==> src/rtl/cla_pkg.sv <==
// Shared constants and operand type for the 64-bit carry-lookahead adder.
// Optional feature in the top: define CLA64_INREG_EN to register A/B/c
// ahead of the adder.
package cla_pkg;

   // Datapath width and lookahead block width.
   localparam int unsigned CLA_W    = 64;
   localparam int unsigned CLA_BLK  = 4;

   // 16 four-bit blocks, grouped four at a time into 16-bit groups.
   localparam int unsigned CLA_NBLK = CLA_W / CLA_BLK;
   localparam int unsigned CLA_NGRP = CLA_NBLK / CLA_BLK;

   typedef logic [CLA_W-1:0] operand_t;

endpackage

==> src/rtl/cla_4bit.sv <==
// Four-wide carry-lookahead unit. It is used for 4-bit blocks, for the
// 16-bit group level and for the top level across the four groups.
// Each output has its own assign so that the carry network can be
// levelised per signal.
module cla_4bit
   import cla_pkg::*;
(
   input  logic [CLA_BLK-1:0] p,
   input  logic [CLA_BLK-1:0] g,
   input  logic               cin,
   output logic [CLA_BLK-1:1] carries,
   output logic               block_p,
   output logic               block_g
);

   assign carries[1] = g[0]
                     | (p[0] & cin);

   assign carries[2] = g[1]
                     | (p[1] & g[0])
                     | (p[1] & p[0] & cin);

   assign carries[3] = g[2]
                     | (p[2] & g[1])
                     | (p[2] & p[1] & g[0])
                     | (p[2] & p[1] & p[0] & cin);

   assign block_p = &p;

   assign block_g = g[3]
                  | (p[3] & g[2])
                  | (p[3] & p[2] & g[1])
                  | (p[3] & p[2] & p[1] & g[0]);

endmodule

==> src/rtl/cla_64bits.sv <==
// 64-bit registered carry-lookahead adder: S = A + B + c (mod 2^64), plus
// the 64-bit group propagate P and group generate G.
// The carry hierarchy has three levels: 16 four-bit blocks, 4 groups of
// 16 bits, and one top lookahead across the groups.
// When CLA64_INREG_EN is defined, A/B/c are registered first. This gives a
// latency of 2 instead of 1.
module cla_64bits
   import cla_pkg::*;
(
   input  logic             clk,
   input  logic             rst,
   input  logic [CLA_W-1:0] A,
   input  logic [CLA_W-1:0] B,
   input  logic             c,
   output logic [CLA_W-1:0] S,
   output logic             P,
   output logic             G
);

   operand_t a_in;
   operand_t b_in;
   logic     c_in;

`ifdef CLA64_INREG_EN
   // Register the operands before the adder. Reset clears them.
   always_ff @(posedge clk) begin
      if (rst) begin
         a_in <= '0;
         b_in <= '0;
         c_in <= 1'b0;
      end else begin
         a_in <= A;
         b_in <= B;
         c_in <= c;
      end
   end
`else
   // The operands feed the adder directly.
   always_comb begin
      a_in = A;
      b_in = B;
      c_in = c;
   end
`endif

   // Per-bit propagate and generate.
   operand_t bit_p;
   operand_t bit_g;

   assign bit_p = a_in ^ b_in;
   assign bit_g = a_in & b_in;

   // Lookahead hierarchy signals.
   logic [CLA_NBLK-1:0] blk_p;
   logic [CLA_NBLK-1:0] blk_g;
   logic [CLA_NBLK-1:0] blk_c;
   logic [CLA_BLK-1:1]  blk_carries [CLA_NBLK];

   logic [CLA_NGRP-1:0] grp_p;
   logic [CLA_NGRP-1:0] grp_g;
   logic [CLA_NGRP-1:0] grp_c;
   logic [CLA_BLK-1:1]  grp_carries [CLA_NGRP];

   logic [CLA_BLK-1:1]  top_carries;
   logic                top_p;
   logic                top_g;

   operand_t carry;
   operand_t sum_next;

   // Level 1: one unit per 4-bit slice of the operands.
   for (genvar b = 0; b < CLA_NBLK; b++) begin : g_blk
      cla_4bit u_blk (
         .p       (bit_p[CLA_BLK*b +: CLA_BLK]),
         .g       (bit_g[CLA_BLK*b +: CLA_BLK]),
         .cin     (blk_c[b]),
         .carries (blk_carries[b]),
         .block_p (blk_p[b]),
         .block_g (blk_g[b])
      );

      // Carry into the block's lowest bit, then the lookahead carries
      // into its upper three bits.
      assign carry[CLA_BLK*b]                 = blk_c[b];
      assign carry[CLA_BLK*b+1 +: CLA_BLK-1]  = blk_carries[b];
   end

   // Level 2: one unit per 16-bit group, fed by the four block P/G pairs.
   for (genvar k = 0; k < CLA_NGRP; k++) begin : g_grp
      cla_4bit u_grp (
         .p       (blk_p[CLA_BLK*k +: CLA_BLK]),
         .g       (blk_g[CLA_BLK*k +: CLA_BLK]),
         .cin     (grp_c[k]),
         .carries (grp_carries[k]),
         .block_p (grp_p[k]),
         .block_g (grp_g[k])
      );

      // Carry into each 4-bit block of this group.
      assign blk_c[CLA_BLK*k]                = grp_c[k];
      assign blk_c[CLA_BLK*k+1 +: CLA_BLK-1] = grp_carries[k];
   end

   // Level 3: lookahead across the four groups. Its block_g is the
   // carry out of bit 63 with c = 0, because c enters only through
   // the carries.
   cla_4bit u_top (
      .p       (grp_p),
      .g       (grp_g),
      .cin     (c_in),
      .carries (top_carries),
      .block_p (top_p),
      .block_g (top_g)
   );

   assign grp_c    = {top_carries, c_in};
   assign sum_next = bit_p ^ carry;

   // Register the sum and the group flags. Reset clears them and
   // discards any work in flight.
   always_ff @(posedge clk) begin
      if (rst) begin
         S <= '0;
         P <= 1'b0;
         G <= 1'b0;
      end else begin
         S <= sum_next;
         P <= top_p;
         G <= top_g;
      end
   end

endmodule

==> config.mk <==
export PLATFORM = sky130hd
export DESIGN_NAME = cla_64bits
export DESIGN_NICKNAME = d
export VERILOG_FILES = /design/src/rtl/cla_pkg.sv /design/src/rtl/cla_4bit.sv /design/src/rtl/cla_64bits.sv
export SDC_FILE = /design/constraint.sdc
export NUM_CORES = 1
export LEC_CHECK = 0
export ABC_AREA = 1
export BUFFER_PORTS_ARGS = -buffer_cell sky130_fd_sc_hd__buf_2
export CAP_MARGIN = 10
export CORE_UTILIZATION = 50
export DETAILED_ROUTE_END_ITERATION = 10
export PLACE_DENSITY = 0.91
export SYNTH_ARGS = -nofsm -noshare
export SYNTH_HDL_FRONTEND = slang
export SYNTH_HIERARCHICAL = 1
export SYNTH_SLANG_ARGS = --single-unit
export TNS_END_PERCENT = 50
==> constraint.sdc <==
create_clock -name clk -period 3.12 [get_ports clk]
set_input_delay 0.936 -clock clk [delete_from_list [all_inputs] [get_ports clk]]
set_output_delay 0.936 -clock clk [all_outputs]
set_load 0.05 [all_outputs]
Yosys cells after proc, flatten, opt, wreduce, memory -nomap -nowiden
Index checks and enable logic that the tools add are counted.
{"block": "totals", "memories": 0, "latch_bits": 0, "register_bits": 66, "rom_bits": 0, "wordCells": 510, "ramBits": 0}
{"block": "classes", "reduce_logical": 21, "shifts": 0, "bitwise_logic": 486, "mul": 0, "n_addsub": 0, "n_eq_ne": 0, "n_lt_le_gt_ge": 0, "muxes": 0, "n_div": 0}
{"cell": "$and A1 B1 Y1", "count": 294}
{"cell": "$or A1 B1 Y1", "count": 189}
{"cell": "$xor A64 B64 Y64", "count": 2}
{"cell": "$and A64 B64 Y64", "count": 1}
{"cell": "$reduce_and A16 Y1", "count": 4}
{"cell": "$reduce_and A4 Y1", "count": 16}
{"cell": "$reduce_and A64 Y1", "count": 1}

Logic depth before layout (Yosys ltp)
Gate-level depths: netlist (run 1).
{"block": "depth", "ltp_word": 18, "ltp_mapped": 24, "depth_no_buf": 24}

Cells and area by module
The synthesis (run 1) kept the hierarchy.
{"module": "cla_64bits", "instances": 1, "cells_each": 397, "area_each_um2": 3211.8, "seq_area_each_um2": 1321.3}
{"module": "cla_4bit", "instances": 21, "cells_each": 20, "area_each_um2": 85.1, "seq_area_each_um2": 0.0}

Worst setup path before layout (run 1)
No wires, ideal clock.
{"block": "synth_path", "kind": "in2reg", "from": "in A[5]", "to": "reg S[63]", "n_path_buf": 0, "path_stages": 20, "arrival_ns": 2.789, "setup_slack_ns": 0.218, "path_cell_list": "ha_1 > nand2_1 > nor2_1 > nand2_1 > nor2_1 > nand2_1 > nand2_2 > nand2_1 > nand2_1 > nand2_1 > nand2_2 > nand2_1 > nand2_1 > nand2_1 > nand2_2 > nand2_1 > nand2_1 > nand2_1 > nand2_1 > nor2_1"}
{"element": "start, declared", "line_no": "cla_64bits.sv:12", "text": "input logic [CLA_W-1:0] A,"}
{"element": "end signal, assigned", "line_no": "cla_64bits.sv:127", "text": "S <= sum_next;"}
{"element": "end, declared", "line_no": "cla_64bits.sv:15", "text": "output logic [CLA_W-1:0] S,"}

==> results of run 1 <==
==> registers in the layout, indices dropped and copies added (netlist names) <==
name  cells
G         1
S        64
P         1
==> through the flow <==
| step | hold WS [ns] | instance area [µm²] | setup WS [ns] | power (µW) |
|---|---|---|---|---|
| 5_1_grt | 0.7983 | 6538 | 0.03688 | 3262 |
| 3_5_place_dp | 1.160 | 6319 | -0.02529 | 2259 |
| 2_1_floorplan | 1.007 | 4999 | 0.2180 | 1912 |
| 3_3_place_gp | 1.155 | 6319 | 0.03932 | 2235 |
| 4_1_cts | 0.7950 | 6538 | 0.3128 | 3077 |
| 6_report | 0.8105 | 6540 | 0.3342 | 3055 |
==> cells in the mapped netlist (all sizes together) <==
cell type / count / area share [%]
nand2: 359 / 29
nor2: 151 / 12
inv: 87 / 6.6
dfxtp: 66 / 26
ha: 64 / 16
a21oi: 42 / 4.2
nand3: 42 / 4.2
buf: 6 / 1.4
==> cells in the final DEF (no fill, tap or decap), drive strengths merged <==
| cell type | synthesis | routed |
|---|---|---|
| diode | 0 | 1 |
| ha | 64 | 64 |
| nand2 | 359 | 359 |
| a21oi | 42 | 42 |
| inv | 87 | 87 |
| nand3 | 42 | 42 |
| clkbuf | 0 | 13 |
| dfxtp | 66 | 66 |
| buf | 6 | 228 |
| bufinv | 0 | 2 |
| nor2 | 151 | 151 |
==> layout make-up <==
cell class / instances / share of cell area (%)
Inverter: 87 / 5.032
Timing Repair Buffer: 228 / 18.67
Clock inverter: 2 / 0.9183
Antenna cell: 1 / 0.03826
Multi-Input combinational cell: 658 / 50.16
Sequential cell: 66 / 20.20
Clock buffer: 13 / 2.430
Tap cell: 133 / 2.544
==> power by group <==
part	total (µW)	internal [µW]	switching (µW)
Combinational	1280	415	863
Clock	811	491	321
Sequential	965	941	24.5
Total	3060	1850	1210
==> routing by layer <==
| layer | vias to the layer above | part of all wire (%) | routed length [µm] | track usage, % |
|---|---|---|---|---|
| met1 | 2390 | 44 | 5460 | 28.86 |
| met4 | 0 | 2.1 | 255 | 8.242 |
| li1 | 2986 | - | - | - |
| met5 | - | 0 | 0 | 0 |
| met2 | 160 | 48 | 5951 | 42.95 |
| met3 | 26 | 5.7 | 709 | 5.404 |
==> worst max path at each step <==
stage,from,to,slack [ns],cells past startpoint
3_5_place_dp,B[29],S[63],-0.03,21
5_1_grt,B[7],S[63],0.04,21
6_report,B[29],S[63],0.33,21
2_1_floorplan,A[5],S[63],0.22,20
4_1_cts,B[29],S[63],0.31,21
3_3_place_gp,A[29],S[63],0.04,21
==> cells by family (layout without fill, tap and decap cells) <==
logic type / after synthesis / count (layout) / synth area share (%)
buffers and inverters: 93 / 330 / 7.935
and+or+nand+nor: 552 / 552 / 45.41
other: 0 / 1 / 0
adders and majority gates: 64 / 64 / 16.02
DFF: 66 / 66 / 26.43
AOI/OAI and AO/OA: 42 / 42 / 4.205
==> flow_summary.yaml, run 1 <==
outcome:
  outcome: "complete, no violations"
sta:
  period_share_pct: 89.29
  setup_viol: 0
  fmax_ghz: 0.3590
  worstMarginPinSlew_ns: 0.6939
  fin_crit_ns: 2.786
  rsz0062_at_grt: "no"
  hold_viol_final: 0
  setup_tns_ns: 0
  drv_slew: 0
  maxSlewHeadroom_pct: 53.74
clock_network:
  cts_buffers: 9
  cts_root_buf: "clkbuf_8"
  postCtsSetupRepairBufs: 0
  clock-sinks: 66
  cts_tree: "done"
  cts_buffer_depth: 2
  htree_levels: 3
  clkTransAtPathRegs_ns: 0.07
  cts_resized: 0
  cts_hold_buf: 0
pwr:
  vdd_drop_max_uv: 298.5
  total_leakage_power_uw: 0.004023
  p_per_area_nw_per_um2: 467.2
critical_path:
  cp-start-kind: "input port"
  crit_type: "input port to flop"
  critPathTopFamily: "simple AND/OR/NAND/NOR gates"
  worstPathMaxFanout: 6
  cpMaxStageDelayCell: "ha_1"
  cp-end-kind: "flop"
  crit_buf_inv: 2
  cp.required_ns: 3.35
  cp_common_cell: "nand2_1"
  crit_arrival_ns: 3.02
  crit_path_max_incr_delay_ns: 0.37
  crit_chain: "buf_2 -> ha_1 -> nand2_1 -> nor2_1 -> nand2_1 -> nor2_1 -> nand2_1 -> inv_1 -> nand2_1 -> nand2_1 -> nand2_1 -> nand2_2 -> nand2_1 -> nand2_1 -> nand2_1 -> nand2_2 -> nand2_1 -> nand2_1 -> nand2_1 -> nand2_1 -> nor2_1"
floorplanning:
  die_y_um: 102.0
  core-area_um2: 9729
  rows: 36
  die_w_um: 102.0
  die-area_um2: 10400
  io_pins: 197
  initial_core_util_pct: 51.38
cells_and_area:
  fin_nets: 1245
  nFillCells: 858
  regArea_um2: 1321
  drive_gt1_share_pct: 28.46
  finalNonFillerCells: 1188
  syn_to_final_growth_pct: 30.84
  multi_input_area_um2: 3281
  post-route-util_pct: 67.22
synthesis:
  syn_area_um2: 4999
  ys_seq_area_share_pct: 26.43
  synth_cell_type_count: 11
  yosysWarnings: 6
  avgSynthCellArea_um2: 6.118
  synth_cells: 817
  ys_ff_latch: 66
  syn_nets: 1012
grt:
  grt_max_degree: 65
  grt_pass1_wl_mm: 20.25
  first_global_vias: 4911
  overflow: 0
  antenna_found_initial: 0
  grt.total_usage_pct: 24.26
routing:
  wl_per_cell_um: 10.42
  drc: 0
  num_vias: 5562
  first_pass_iters: 5
  finalWirelength_mm: 12.38
  via_per_inst: 4.682
  ant_nets: 0
  drtIter0Drc: 192
placement:
  placed_cells: 1172
  dp_hpwl_mm: 10.17
  io_buffer_count: 196
  place.gp.congestion: 0.9127
min_path:
  hold_depth: 2
  hp-class: "input port to flop"
  hp-start: "rst"
  min_to: "P"
flow_run:
  drv_cap: 0
(Power assumes the default switching activity.)
==> inputs of run 2 (changes only) <==
--- a/config.mk
+++ b/config.mk
@@ -8,9 +8,10 @@
 export ABC_AREA = 1
 export BUFFER_PORTS_ARGS = -buffer_cell sky130_fd_sc_hd__buf_2
 export CAP_MARGIN = 10
-export CORE_UTILIZATION = 50
+export CORE_ASPECT_RATIO = 1.2
+export CORE_UTILIZATION = 45
 export DETAILED_ROUTE_END_ITERATION = 10
-export PLACE_DENSITY = 0.91
+export PLACE_DENSITY = 0.87
 export SYNTH_ARGS = -nofsm -noshare
 export SYNTH_HDL_FRONTEND = slang
 export SYNTH_HIERARCHICAL = 1
==> constraint.sdc (replaced) <==
create_clock -name clk -period 2.3 [get_ports clk]
set_input_delay 0.69 -clock clk [delete_from_list [all_inputs] [get_ports clk]]
set_output_delay 0.69 -clock clk [all_outputs]
set_load 0.05 [all_outputs]
==> run 2 against run 1 <==
The flow now finishes with violations (DRC, setup timing); total power rose by 64%; design area rose by 30%; sequential power rose by 36%; critical path depth rose by 1; hold slack got worse by 0.22 ns; clock power rose by 68%; combinational power rose by 84%; global-route usage rose by 1.1 points; via count rose by 13%.
==> flow_summary.yaml, run 2 (same netlist as run 1, synthesis figures left out) <==
sta:
  hold_viol_final: 0
  setup_ws_ns: -0.09230
  fmax_ghz: 0.4180
  maxSlewHeadroom_pct: 71.61
  setup_viol: 7
  fin_crit_ns: 2.392
  period_share_pct: 104.0
  rsz0062_at_grt: "yes"
  worstMarginPinSlew_ns: 0.4243
  drv_slew: 0
critical_path:
  crit_arrival_ns: 2.66
  worstPathMaxFanout: 3
  cp-end-kind: "flop"
  crit_chain: "buf_2 -> ha_4 -> nand2_4 -> inv_2 -> nand2_2 -> nand2_2 -> a21oi_4 -> nand2_4 -> buf_6 -> nand2_4 -> nand3_4 -> nand2_2 -> nand2_2 -> nand2_2 -> nand2_4 -> nand2_2 -> nand2_2 -> nand2_2 -> nand2_2 -> nand2_2 -> nand2_2 -> nor2_2"
  cp-start-kind: "input port"
  crit_path_max_incr_delay_ns: 0.27
  cp.required_ns: 2.57
  crit_type: "input port to flop"
  cpMaxStageDelayCell: "ha_4"
  cp_common_cell: "nand2_2"
routing:
  drtIter0Drc: 277
  first_pass_iters: 8
  wl_per_cell_um: 13.55
  ant_nets: 0
  via_per_inst: 4.947
  finalWirelength_mm: 17.23
  num_vias: 6288
  drc: 14
placement:
  placed_cells: 1225
  pre_cts_slack_ns: -0.5249
  place.gp.congestion: 0.8181
  io_buffer_count: 196
  dpl_cell_area_um2: 7293
  dp_hpwl_mm: 11.54
grt:
  grt.total_usage_pct: 25.33
  overflow: 0
  antenna_found_initial: 1
  grt_max_degree: 36
  first_global_vias: 5794
  grt_pass1_wl_mm: 23.94
min_path:
  hp-class: "input port to flop"
  hold_depth: 2
floorplanning:
  core-area_um2: 10670
  io_pins: 197
  die-area_um2: 11540
  die_w_um: 98.21
  rows: 41
  die_y_um: 117.5
  initial_core_util_pct: 46.85
cells_and_area:
  final_area_um2: 8473
  largest_reg_flops: 64
  drive_gt1_share_pct: 49.04
  layout_common_cells: "nand2_1 (244), buf_2 (182), nor2_1 (114), buf_4 (114), nand2_2 (97)"
  top_register: "S"
  fin_nets: 1333
  antenna_cells: 0
  layout_commonest_cell: "nand2_1"
  finalNonFillerCells: 1271
  reg_top3: "S (64), G (1), P (1)"
  syn_to_final_growth_pct: 69.51
  post-route-util_pct: 79.41
clock_network:
  cts_buffer_depth: 2
  cts_root_buf: "clkbuf_16"
  clkTransAtPathRegs_ns: 0.06
  cts_buffers: 9
  cts_tree: "done"
  clock-sinks: 66
  htree_levels: 3
  cts_hold_buf: 0
outcome:
  outcome: "complete, but fails checks"
  violations: "DRC, setup timing"
flow_run:
  drv_cap: 0
pwr:
  fin_total_pwr_uw: 5025
  vdd_drop_max_uv: 332.3
  total_leakage_power_uw: 0.004654
  p_per_area_nw_per_um2: 593.1
==> run 2: per-stage QoR <==
step	TNS, ns	hold WS (ns)
floorplan	-0.4189	0.7612
global placement	-9.480	0.9078
detailed placement	-12.49	0.9162
CTS	-0.01591	0.5674
finish	-0.3460	0.5936
global route	-2.343	0.5842
==> run 2: what timing repair did <==
| action | CTS | global route |
|---|---|---|
| endpoints found under the hold margin | 0 | 0 |
| setup buffers | 12 | 19 |
| resized for setup | 45 | 119 |
| pin swaps | 31 | 81 |
| setup endpoints to repair | 15 | 31 |
==> run 2: critical path, delay by kind of cell <==
| kind | cells | cell delay [ns] |
|---|---|---|
| AOI/OAI and AO/OA | 1 | 0.17 |
| adders and majority gates | 1 | 0.27 |
| buffers and inverters | 3 | 0.29 |
| and+or+nand+nor | 17 | 1.24 |
==> run 2: power by group <==
group	total (µW)	switching [µW]	internal, µW
logic	2350	1430	919
clock network	1360	500	860
registers	1310	36.6	1280
==> run 2: metal layers <==
layer	global-route usage, %	share of wire, %	up-vias
met2	48.86	55	211
met3	6.295	5.8	55
met5	0	0	-
li1	-	-	3173
met1	25.19	36	2849
met4	10.91	3.8	0
==> run 2: worst paths after layout <==
check,slack (ns),end,start
setup / recovery,-0.09,S[47],B[11]
hold / removal,0.59,P,rst
==> run 2: cell type report <==
type	instances	area [µm²]
sequential	66	1321
clock inverter	3	40.04
fill	696	2197
tap	129	161.4
timing repair buffer	316	1992
multi-input combinational	658	4383
clock buffer	12	246.5
inverter	87	329.1
